<file path="config.mk">
export PLATFORM = sky130hd
export DESIGN_NAME = fetch_queue
export DESIGN_NICKNAME = d
export VERILOG_FILES = /design/src/rtl/fetch_queue.sv
export SDC_FILE = /design/constraint.sdc
export NUM_CORES = 1
export LEC_CHECK = 0
export ABC_AREA = 1
export BUFFER_PORTS_ARGS = -buffer_cell sky130_fd_sc_hd__buf_2
export CELL_PAD_IN_SITES_DETAIL_PLACEMENT = 1
export CELL_PAD_IN_SITES_GLOBAL_PLACEMENT = 2
export CORE_UTILIZATION = 33
export CTS_CLUSTER_SIZE = 25
export DETAILED_ROUTE_END_ITERATION = 6
export GPL_ROUTABILITY_DRIVEN = 0
export PLACE_DENSITY_LB_ADDON = 0.08
export SYNTH_ARGS = -nofsm -noshare
export SYNTH_HDL_FRONTEND = slang
export SYNTH_SLANG_ARGS = --single-unit
</file>
<file path="constraint.sdc">
create_clock -name clk -period 5.4 [get_ports clk]
set_input_delay 1.08 -clock clk [delete_from_list [all_inputs] [get_ports clk]]
set_output_delay 1.08 -clock clk [all_outputs]
set_load 0.02 [all_outputs]
</file>
<file path="src/rtl/fetch_queue.sv">
// Prefetching instruction-fetch unit: keeps a pipelined instruction-memory port busy
// and hands instructions to decode in order through a small queue; redirects flush it.
module fetch_queue #(
  parameter int unsigned DEPTH    = 4,
  parameter int unsigned MAX_OUT  = 2,
  parameter logic [31:0] RESET_PC = 32'h0000_3000
) (
  input  logic        clk,
  input  logic        rst,
  output logic        imem_req,
  output logic [31:0] imem_addr,
  input  logic        imem_gnt,
  input  logic        imem_rvalid,
  input  logic [31:0] imem_rdata,
  output logic        inst_valid,
  output logic [31:0] instruction,
  output logic [31:0] inst_pc,
  input  logic        inst_ready,
  input  logic        BranchSignal,
  input  logic        BranchCondition,
  input  logic        Jump,
  input  logic [15:0] imm16,
  input  logic [25:0] target
);

  localparam int unsigned PTR_W = $clog2(DEPTH);
  localparam int unsigned CNT_W = $clog2(DEPTH + 1);
  localparam int unsigned OUT_W = $clog2(MAX_OUT + 1);
  localparam logic [OUT_W-1:0] MAX_OUT_V = OUT_W'(MAX_OUT);
  localparam logic [CNT_W:0]   DEPTH_V   = (CNT_W + 1)'(DEPTH);

  logic [31:0]      fetch_pc_q, fetch_pc_d;
  logic [31:0]      resp_pc_q, resp_pc_d;
  logic [31:0]      data_q [DEPTH];
  logic [31:0]      data_d [DEPTH];
  logic [31:0]      pc_q [DEPTH];
  logic [31:0]      pc_d [DEPTH];
  logic [PTR_W-1:0] rd_ptr_q, rd_ptr_d;
  logic [PTR_W-1:0] wr_ptr_q, wr_ptr_d;
  logic [CNT_W-1:0] count_q, count_d;
  logic [OUT_W-1:0] outstanding_q, outstanding_d;
  logic [OUT_W-1:0] drop_q, drop_d;

  logic             fire, rsp, enq, consume, redirect;
  logic [OUT_W-1:0] in_flight;
  logic [CNT_W:0]   credit_used;
  logic [31:0]      pc_plus4, redir_target;

  // Credits cover queued entries plus responses that will still be enqueued.
  always_comb begin
    in_flight   = outstanding_q - drop_q;
    credit_used = {1'b0, count_q} + {{(CNT_W + 1 - OUT_W){1'b0}}, in_flight};
    imem_req    = !rst && (outstanding_q < MAX_OUT_V) && (credit_used < DEPTH_V);
    imem_addr   = fetch_pc_q;
    inst_valid  = (count_q != '0);
    instruction = inst_valid ? data_q[rd_ptr_q] : '0;
    inst_pc     = inst_valid ? pc_q[rd_ptr_q] : '0;
  end

  always_comb begin
    fire     = imem_req && imem_gnt;
    rsp      = imem_rvalid && (outstanding_q != '0);
    consume  = inst_valid && inst_ready;
    redirect = consume && (Jump || (BranchSignal && BranchCondition));
    pc_plus4 = inst_pc + 32'd4;
    if (Jump) redir_target = {pc_plus4[31:28], target, 2'b00};
    else      redir_target = pc_plus4 + {{14{imm16[15]}}, imm16, 2'b00};
    enq      = rsp && (drop_q == '0) && !redirect;
  end

  always_comb begin
    fetch_pc_d    = fetch_pc_q;
    resp_pc_d     = resp_pc_q;
    data_d        = data_q;
    pc_d          = pc_q;
    rd_ptr_d      = rd_ptr_q;
    wr_ptr_d      = wr_ptr_q;
    drop_d        = drop_q;
    outstanding_d = outstanding_q + OUT_W'(fire) - OUT_W'(rsp);
    count_d       = count_q + CNT_W'(enq) - CNT_W'(consume);
    if (fire) fetch_pc_d = fetch_pc_q + 32'd4;
    if (rsp && (drop_q != '0)) drop_d = drop_q - OUT_W'(1);
    if (enq) begin
      data_d[wr_ptr_q] = imem_rdata;
      pc_d[wr_ptr_q]   = resp_pc_q;
      wr_ptr_d         = wr_ptr_q + PTR_W'(1);
      resp_pc_d        = resp_pc_q + 32'd4;
    end
    if (consume) rd_ptr_d = rd_ptr_q + PTR_W'(1);
    // Everything still in flight after this cycle belongs to the old stream.
    if (redirect) begin
      count_d    = '0;
      rd_ptr_d   = wr_ptr_q;
      fetch_pc_d = redir_target;
      resp_pc_d  = redir_target;
      drop_d     = outstanding_d;
    end
  end

  always_ff @(posedge clk) begin
    if (rst) begin
      fetch_pc_q    <= RESET_PC;
      resp_pc_q     <= RESET_PC;
      rd_ptr_q      <= '0;
      wr_ptr_q      <= '0;
      count_q       <= '0;
      outstanding_q <= '0;
      drop_q        <= '0;
    end else begin
      fetch_pc_q    <= fetch_pc_d;
      resp_pc_q     <= resp_pc_d;
      rd_ptr_q      <= rd_ptr_d;
      wr_ptr_q      <= wr_ptr_d;
      count_q       <= count_d;
      outstanding_q <= outstanding_d;
      drop_q        <= drop_d;
    end
  end

  always_ff @(posedge clk) begin
    data_q <= data_d;
    pc_q   <= pc_d;
  end

endmodule

</file>
; Yosys cells after proc, flatten, opt, wreduce, memory -nomap -nowiden
; Cells that the tools add are included.
[totals]
elab_cells = 79
in_bits = 82
reg_bits = 331
output_inout_bits = 98
[op_classes]
n_reduce_logical = 23
order_cmp = 5
n_bitwise = 2
n_addsub = 13
mux = 21
[ops]
columns = op, count
row1 = 32-bit two-way mux, 12
row2 = 128-bit bitwise mux, 2
row3 = 32-bit binary-select mux with 2-bit select, 2
row4 = 32-bit by 3-bit adder with 32-bit output (second input constant), 3
row5 = 32-bit demux with 2-bit select, 1
row6 = 32-bit adder, 1
row7 = 2-bit nonzero test, 6
row8 = 1-bit logical AND, 11
row9 = 2-bit two-way mux, 4
row10 = 3-bit greater-or-equal comparator (second input constant), 2
row11 = 2-bit NOT with 3-bit output, 2
row12 = 2-bit by 1-bit adder with 2-bit output (second input constant), 2
row13 = 3-bit by 2-bit adder with 4-bit output, 1
row14 = 4-bit by 3-bit < comparator with 1-bit output (second input constant), 1
row15 = 3-bit by 1-bit adder with 3-bit output, 1
row16 = 3-bit by 1-bit < comparator with 1-bit output (second input constant), 1
row17 = 3-bit nonzero test, 1
row18 = 3-bit by 1-bit subtractor with 3-bit output, 1
row19 = 2-bit by 1-bit adder with 2-bit output, 1
row20 = 1-bit zero test, 2
row21 = 2-bit zero test, 1
row22 = 2-bit < comparator (second input constant), 1
row23 = 2-bit OR reduction, 1
row24 = 2-bit by 1-bit subtractor with 2-bit output, 1
row25 = other kinds (3), 3

; Logic depth before layout (Yosys ltp)
; Gate-level depths: netlist of run 1.
[depth]
ltp_word = 9
depth_mapped = 33
mapped_depth_nobuf = 31

; Worst setup path after synthesis of run 1
; OpenSTA, ideal clock, no wires.
[synth_path]
path_kind = input to register
startpoint = input port BranchSignal
endpoint = register data_q[0] (netlist bit) (enable)
path_buffers = 1
setup_slack_ns = 0.293
t_arrival_ns = 4.621
path_stages = 6
t_required_ns = 4.913
setup_time_ns = 0.487
cell_sequence = a21oi_1 -> nor2_4 -> inv_2 -> buf_2 -> nand2_1 -> nor2_1
[synth_between]
elab_chain_len = 5
[synth_lines]
columns = item, line
row1 = "start, declared", 19  ; input logic BranchSignal,
row2 = 1-bit logical AND, 64  ; redirect = consume && (Jump || (BranchSignal && BranchCondition));
row3 = 1-bit logical OR, 64
row4 = 1-bit logical AND, 64
row5 = 1-bit zero test, 68  ; enq = rsp && (drop_q == '0) && !redirect;
row6 = 1-bit logical AND, 68
row7 = "end signal, assigned", 121  ; data_q <= data_d;
row8 = "end, declared", 34  ; logic [31:0] data_q [DEPTH];
; No other way between the ends.
; A chain may end at the register's enable or synchronous reset.

; Worst setup path in the final report of run 1
[layout_path]
startpoint = register rd_ptr_q[0]
endpoint = register resp_pc_q[25]
[layout_between]
elab_chain_len = 9
[layout_lines]
columns = item, line
row1 = "start, declared", 38  ; logic [PTR_W-1:0] rd_ptr_q, rd_ptr_d;
row2 = "start signal, assigned", 112  ; rd_ptr_q <= rd_ptr_d;
row3 = 2-bit NOT with 3-bit output (not written as such), 57  ; inst_pc = inst_valid ? pc_q[rd_ptr_q] : '0;
row4 = 32-bit binary-select mux with 2-bit select, 57
row5 = 32-bit two-way mux (not written as such) (2 in series), 57
row6 = 32-bit two-way mux, 57
row7 = 32-bit by 3-bit adder with 32-bit output, 65  ; pc_plus4 = inst_pc + 32'd4;
row8 = 32-bit adder, 67  ; else redir_target = pc_plus4 + {{14{imm16[15]}}, imm16, 2'b00};
row9 = 32-bit two-way mux, 66  ; if (Jump) redir_target = {pc_plus4[31:28], target, 2'b00};
row10 = 32-bit two-way mux, 91  ; if (redirect) begin
row11 = "end signal, assigned", 111  ; resp_pc_q <= resp_pc_d;
row12 = "end, declared", 33  ; logic [31:0] resp_pc_q, resp_pc_d;
; No other way between the ends. The select of a mux whose other input is x is not followed.

==> impl_metrics.json, run 1 <==
{
  "status": "completed",
  "setup.worst_path.end_class": "flip-flop",
  "synth_top_area_frac": 0.4248,
  "holdWs_ns": 0.5317,
  "synth_largest_area_cell": "edfxtp_1",
  "tightest_slew_ns": 0.9462,
  "placed_area_mm2": 0.01974,
  "cts_max_level": 2,
  "cts_made_buffers": 39,
  "synth_cell_types": 55,
  "insertion_delay_ns": 0.58,
  "grt_antenna_before_repair": 6,
  "crit_path_start": "rd_ptr_q[0]$_SDFFE_PP0P_",
  "cp.required_ns": 5.85,
  "fin_cells": 3038,
  "fin_setup_tns_ns": 0,
  "overflow": 0,
  "critPathKind": "reg -> reg",
  "vias": 15690,
  "worstReg2RegStart": "rd_ptr_q[0]$_SDFFE_PP0P_",
  "final_util": 0.3884,
  "grt_pass1_wl_um": 100800,
  "synth_most_common_cell": "nand2_1",
  "synth_edf_count": 256,
  "syn-instance-count": 2137,
  "clock-sinks": 329,
  "cp.arrival_ns": 5.38,
  "design_area_mm2": 0.02099,
  "synth_ff_type": "edfxtp_1",
  "initial_core_util": 0.3349,
  "worst_path_most_repeated_cell": "nand2_1",
  "cp_slowest_cell": "dfxtp_4",
  "antenna_left": 0,
  "period_needed_ns": 4.931,
  "cp-start-kind": "flip-flop",
  "grt_usage": 0.2416,
  "r2r_setup_slack_ns": 0.47,
  "rsz0062_at_grt": "false",
  "finalMaxSlewViolations": 0,
  "cp.buffers_inverters": 3,
  "cts.clk_slew.worst_paths_ns": 0.06,
  "hold_viol": 0,
  "area_delta_synth_final_pct": 15.97,
  "peakVddDrop_uv": 210.5,
  "dp_hpwl_um": 49700,
  "post-route-drc-count": 0,
  "hp-class": "reg -> reg",
  "die_y_um": 236.2,
  "io_buffers": 179,
  "post_drt_wl_per_cell_um": 22.11,
  "synth_nets": 2268,
  "r2r_end": "resp_pc_q[25]$_SDFFE_PP0P_",
  "ys_seq_elements": 329,
  "skew_ns": 0.02638,
  "rr_worst_depth": 25,
  "grt_start_max_net_pins": 69,
  "drt_iter0_drc": 838,
  "ios": 180,
  "dp.cells": 2965,
  "async_flop_share": 0,
  "powerDensity_mw_per_mm2": 522.6,
  "critPathTopFamily": "simple AND/OR/NAND/NOR gates",
  "via_per_inst": 5.163,
  "cp.depth": 25,
  "cts-root-buf": "clkbuf_16",
  "finalSetupViolCount": 0,
  "cts_tree": "done",
  "dr.pass1.iters": 5,
  "layout.nets": 2442,
  "grt_pass1_vias": 16050,
  "leakagePower_uw": 0.008895,
  "drive_gt1_frac": 0.1466,
  "post_cts_resized": 0,
  "fmax_ghz": 0.2028,
  "critical_path.max_fanout": 28,
  "syn_area_per_cell_um2": 8.468,
  "routed_wl_um": 67180,
  "crit_path_end": "resp_pc_q[25]$_SDFFE_PP0P_",
  "yosys_warnings": 0,
  "yosysSeqAreaShare": 0.5056,
  "die_area_mm2": 0.05578,
  "ys_top_cells_by_area": "edfxtp_1 42%, nand2_1 9.0%, dfxtp_1 8.1%",
  "slowest_delay_ns": 0.56,
  "fin_crit_sh": 0.9131,
  "synth_area_mm2": 0.01810,
  "placeableCoreArea_mm2": 0.05403,
  "rows": 85,
  "cap_violations": 0,
  "clock_path_buffers": 3,
  "yosys-top-cells-count": "433 x nand2_1, 295 x nor2_1, 256 x edfxtp_1",
  "dieWidth_um": 236.2,
  "relSlewSlack": 0.3692
}
## metrics by stage
| step | total power [uW] | worst slack, ns |
|---|---|---|
| floorplan | 6671 | 0.2929 |
| global placement | 8440 | 0.5030 |
| global route | 11660 | 0.1179 |
| detailed placement | 8504 | 0.4443 |
| finish | 10970 | 0.4694 |
| CTS | 11060 | 0.4080 |
## layout by cell type (no fill, tap or decap), drive strengths merged, types with 41 or more instances in the layout
| master | synthesis | routed |
|---|---|---|
| a21oi | 103 | 103 |
| buf | 47 | 210 |
| clkbuf | 31 | 58 |
| dfxtp | 73 | 73 |
| edfxtp | 256 | 256 |
| ha | 47 | 47 |
| inv | 249 | 250 |
| nand2 | 443 | 443 |
| nand3 | 151 | 151 |
| nor2 | 323 | 323 |
| nor3 | 41 | 41 |
| o21ai | 168 | 168 |
## worst register-to-register path: cells and delay by family (launching register included)
family	cells	cell delay, ns
flip-flops	1	0.56
XOR/XNOR	1	0.29
buffers and inverters	3	0.54
adder cells (fa/ha/maj)	1	0.42
AND/OR/NAND/NOR	20	3.01
## per-layer routing
metal	up-vias	routed length [um]	track usage
li1	7518	-	-
met1	7734	30700	0.3223
met2	336	31880	0.4049
met5	-	13	0
met4	2	1917	0.07576
met3	96	2671	0.03218
## registers in the layout (all words and copies together), names as in the netlist
name / cells
count_q: 3
data_q: 128
drop_q: 2
imem_addr: 31
outstanding_q: 2
pc_q: 128
rd_ptr_q: 2
resp_pc_q: 31
wr_ptr_q: 2
## logic make-up (layout without fill, tap and decap cells)
family,Yosys count,count (layout),share of synthesized area
other,0,3,0
XOR/XNOR,59,59,0.02856
adder cells (fa/ha/maj),49,49,0.03471
buffers and inverters,328,530,0.07785
AND/OR/NAND/NOR,1017,1017,0.2428
flip-flops,329,329,0.5056
AO/OA/AOI/OAI,355,355,0.1105
## where the power goes
part | switching, uW | internal [uW]
Combinational | 3350 | 1380
Clock | 1070 | 1440
Sequential | 515 | 3210
## what timing repair did
action	4_1_cts	5_1_grt
hold buffers	0	0
buffers inserted	0	1
setup endpoints to repair	0	2
hold endpoints to repair	0	0
## layout make-up
type / count / area [um^2]
repair buffers: 211 / 1216
well taps: 696 / 870.8
flip-flops and latches: 329 / 9154
diodes: 3 / 7.507
multi-input cells: 1480 / 7574
fillers: 6430 / 33040
clock inverters: 12 / 105.1
inverters: 250 / 945.9
clock buffers: 57 / 1114
## worst min-delay path by stage
stage                              startpoint                 end  cells after the start
floorplan           resp_pc_q[0]$_SDFFE_PP0P_   pc_q[0]$_DFFE_PP_                      0
global placement    resp_pc_q[0]$_SDFFE_PP0P_  pc_q[96]$_DFFE_PP_                      0
detailed placement  imem_addr[1]$_SDFFE_PP0P_  pc_q[65]$_DFFE_PP_                      0
CTS                 imem_addr[1]$_SDFFE_PP0P_  pc_q[97]$_DFFE_PP_                      0
global route        imem_addr[1]$_SDFFE_PP0P_  pc_q[65]$_DFFE_PP_                      0
finish              imem_addr[1]$_SDFFE_PP0P_  pc_q[65]$_DFFE_PP_                      0
Note: power is estimated with default switching activity, not from simulation.
==> run 2: changes to the inputs <==
--- a/config.mk
+++ b/config.mk
@@ -7,9 +7,7 @@
 export LEC_CHECK = 0
 export ABC_AREA = 1
 export BUFFER_PORTS_ARGS = -buffer_cell sky130_fd_sc_hd__buf_2
-export CELL_PAD_IN_SITES_DETAIL_PLACEMENT = 1
-export CELL_PAD_IN_SITES_GLOBAL_PLACEMENT = 2
-export CORE_UTILIZATION = 33
+export CORE_UTILIZATION = 54
 export CTS_CLUSTER_SIZE = 25
 export DETAILED_ROUTE_END_ITERATION = 6
 export GPL_ROUTABILITY_DRIVEN = 0
==> impl_metrics.json, run 2 (synthesis gave the netlist of run 1 again) <==
{
  "status": "completed",
  "post-route-drc-count": 0,
  "hold_viol": 0,
  "rr_worst_depth": 25,
  "largestRegisters": "data_q: 128 flops, pc_q: 128 flops",
  "nFillCells": 2916,
  "relSlewSlack": 0.4581,
  "cts_hold_buf": 0,
  "dr.pass1.iters": 5,
  "fin_setup_tns_ns": 0,
  "grt_start_max_net_pins": 90,
  "holdWs_ns": 0.5411,
  "placeableCoreArea_mm2": 0.03278,
  "setup.worst_path.end_class": "flip-flop",
  "layout.nets": 2432,
  "post_cts_resized": 0,
  "rsz0062_at_grt": "false",
  "min_to": "pc_q[1]$_DFFE_PP_",
  "pre_cts_slack_ns": 0.5813,
  "cts.clk_slew.worst_paths_ns": 0.06,
  "r2r_end": "resp_pc_q[25]$_SDFFE_PP0P_",
  "peakVddDrop_uv": 279.8,
  "drive_gt1_frac": 0.1431,
  "cp-start-kind": "flip-flop",
  "slowest_delay_ns": 0.44,
  "tightest_slew_ns": 0.8128,
  "grt_pass1_vias": 14050,
  "die_area_mm2": 0.03425,
  "cp_slowest_cell": "nand2_2",
  "cts_setup_buffers": 0,
  "placed_area_mm2": 0.01932,
  "critPathKind": "reg -> reg",
  "min_from": "imem_addr[1]$_SDFFE_PP0P_",
  "period_needed_ns": 4.943,
  "insertion_delay_ns": 0.52,
  "cts-root-buf": "clkbuf_16",
  "critPathTopFamily": "simple AND/OR/NAND/NOR gates",
  "cp.required_ns": 5.82,
  "r2r_setup_slack_ns": 0.46,
  "dieWidth_um": 185.1,
  "grt_pass1_wl_um": 79320,
  "worst_path_most_repeated_cell": "nand2_1",
  "design_area_mm2": 0.02042,
  "die_y_um": 185.1,
  "skew_ns": 0.01656,
  "finalSetupViolCount": 0,
  "fin_crit_sh": 0.9154,
  "grt_usage": 0.3062,
  "io_buffers": 179,
  "ios": 180,
  "clock_path_buffers": 3,
  "overflow": 0,
  "grt_antenna_before_repair": 1,
  "drt_iter0_drc": 1645,
  "vias": 15620,
  "cp.buffers_inverters": 4,
  "fmax_ghz": 0.2023,
  "rows": 66,
  "area_delta_synth_final_pct": 12.85,
  "powerDensity_mw_per_mm2": 511.9,
  "worstReg2RegStart": "count_q[1]$_SDFF_PP0_",
  "dp.cells": 2707,
  "post_drt_wl_per_cell_um": 18.92,
  "cts_tree": "done",
  "antenna_left": 0,
  "leakagePower_uw": 0.008808,
  "clock-sinks": 329,
  "finalMaxSlewViolations": 0,
  "initial_core_util": 0.5520,
  "fin_cells": 2770,
  "cap_violations": 0,
  "cts_made_buffers": 34,
  "critical_path.max_fanout": 22,
  "final_cell_mix": "433 x nand2_1, 290 x nor2_1, 256 x edfxtp_1",
  "hp-class": "reg -> reg",
  "via_per_inst": 5.639,
  "min_path_cells": 0,
  "routed_wl_um": 52400,
  "cp.arrival_ns": 5.36,
  "final.setup.worst_slack_ns": 0.4571,
  "cts_max_level": 2,
  "dp_hpwl_um": 37170,
  "final_common_cell": "nand2_1"
}
[run 2: cell types whose count changed in the layout (fill, tap and decap cells not counted), sizes merged]
cell,previous run,this run
buf,210,206
inv,250,251
diode,3,1
clkbuf,58,44
clkinvlp,3,1
bufinv,0,2
clkinv,9,14
[run 2: where the power goes]
part / switching, uW / leakage, uW / internal (uW)
Clock: 968 / 0.000544 / 1340
Combinational: 3140 / 0.00531 / 1350
Sequential: 449 / 0.00295 / 3200
Total: 4560 / 0.00881 / 5890
[run 2: layout make-up]
type | instances | area (um^2) | area share
diodes | 1 | 2.502 | 0.0001225
clock buffers | 44 | 939.7 | 0.04601
clock inverters | 18 | 156.4 | 0.007659
inverters | 250 | 945.9 | 0.04632
multi-input cells | 1480 | 7571 | 0.3707
flip-flops and latches | 329 | 9154 | 0.4483
well taps | 442 | 553.0 | 0.02708
repair buffers | 206 | 1099 | 0.05380
[run 2: metrics by stage]
step	utilization	power, uW
floorplan	-	6671
detailed placement	0.5894	8100
finish	0.6229	10450
global placement	0.5894	8048
CTS	0.6228	10410
global route	0.6228	11050
[run 2: worst reg2reg max path: stages (launching register included)]
cell	delay (ns)
dfxtp_1	0.42
nor2_1	0.09
nand2_2	0.44
inv_2	0.35
buf_4	0.31
a21oi_2	0.25
nand2_1	0.13
nor2_2	0.15
and3_1	0.21
nand2_2	0.10
nor2_4	0.10
nand2_1	0.07
xor2_1	0.16
inv_1	0.10
ha_1	0.41
nand2_1	0.16
nor3_1	0.36
nand2_1	0.19
nor4_1	0.21
nand2_1	0.14
nand3_1	0.09
nand2_1	0.06
nand3_1	0.13
nand3_1	0.09
nand3_1	0.07
inv_1	0.04
[run 2: worst max-delay path by stage]
stage	depth (start not counted)	start	slack [ns]	end
detailed placement	25	count_q[1]$_SDFF_PP0_	0.58	resp_pc_q[25]$_SDFFE_PP0P_
floorplan	6	BranchSignal	0.29	data_q[0]$_DFFE_PP_
global route	25	count_q[1]$_SDFF_PP0_	0.1	resp_pc_q[25]$_SDFFE_PP0P_
CTS	25	count_q[1]$_SDFF_PP0_	0.55	resp_pc_q[25]$_SDFFE_PP0P_
finish	25	count_q[1]$_SDFF_PP0_	0.46	resp_pc_q[25]$_SDFFE_PP0P_
global placement	25	count_q[1]$_SDFF_PP0_	0.63	resp_pc_q[25]$_SDFFE_PP0P_
[run 2: routing by layer]
metal  track usage  up-vias  routed length, um
met3       0.04247       94               4673
met2        0.4783      726              23480
met1        0.4406     7295              22670
met5             0        -                  0
li1              -     7504                  -
met4       0.09587        0               1581
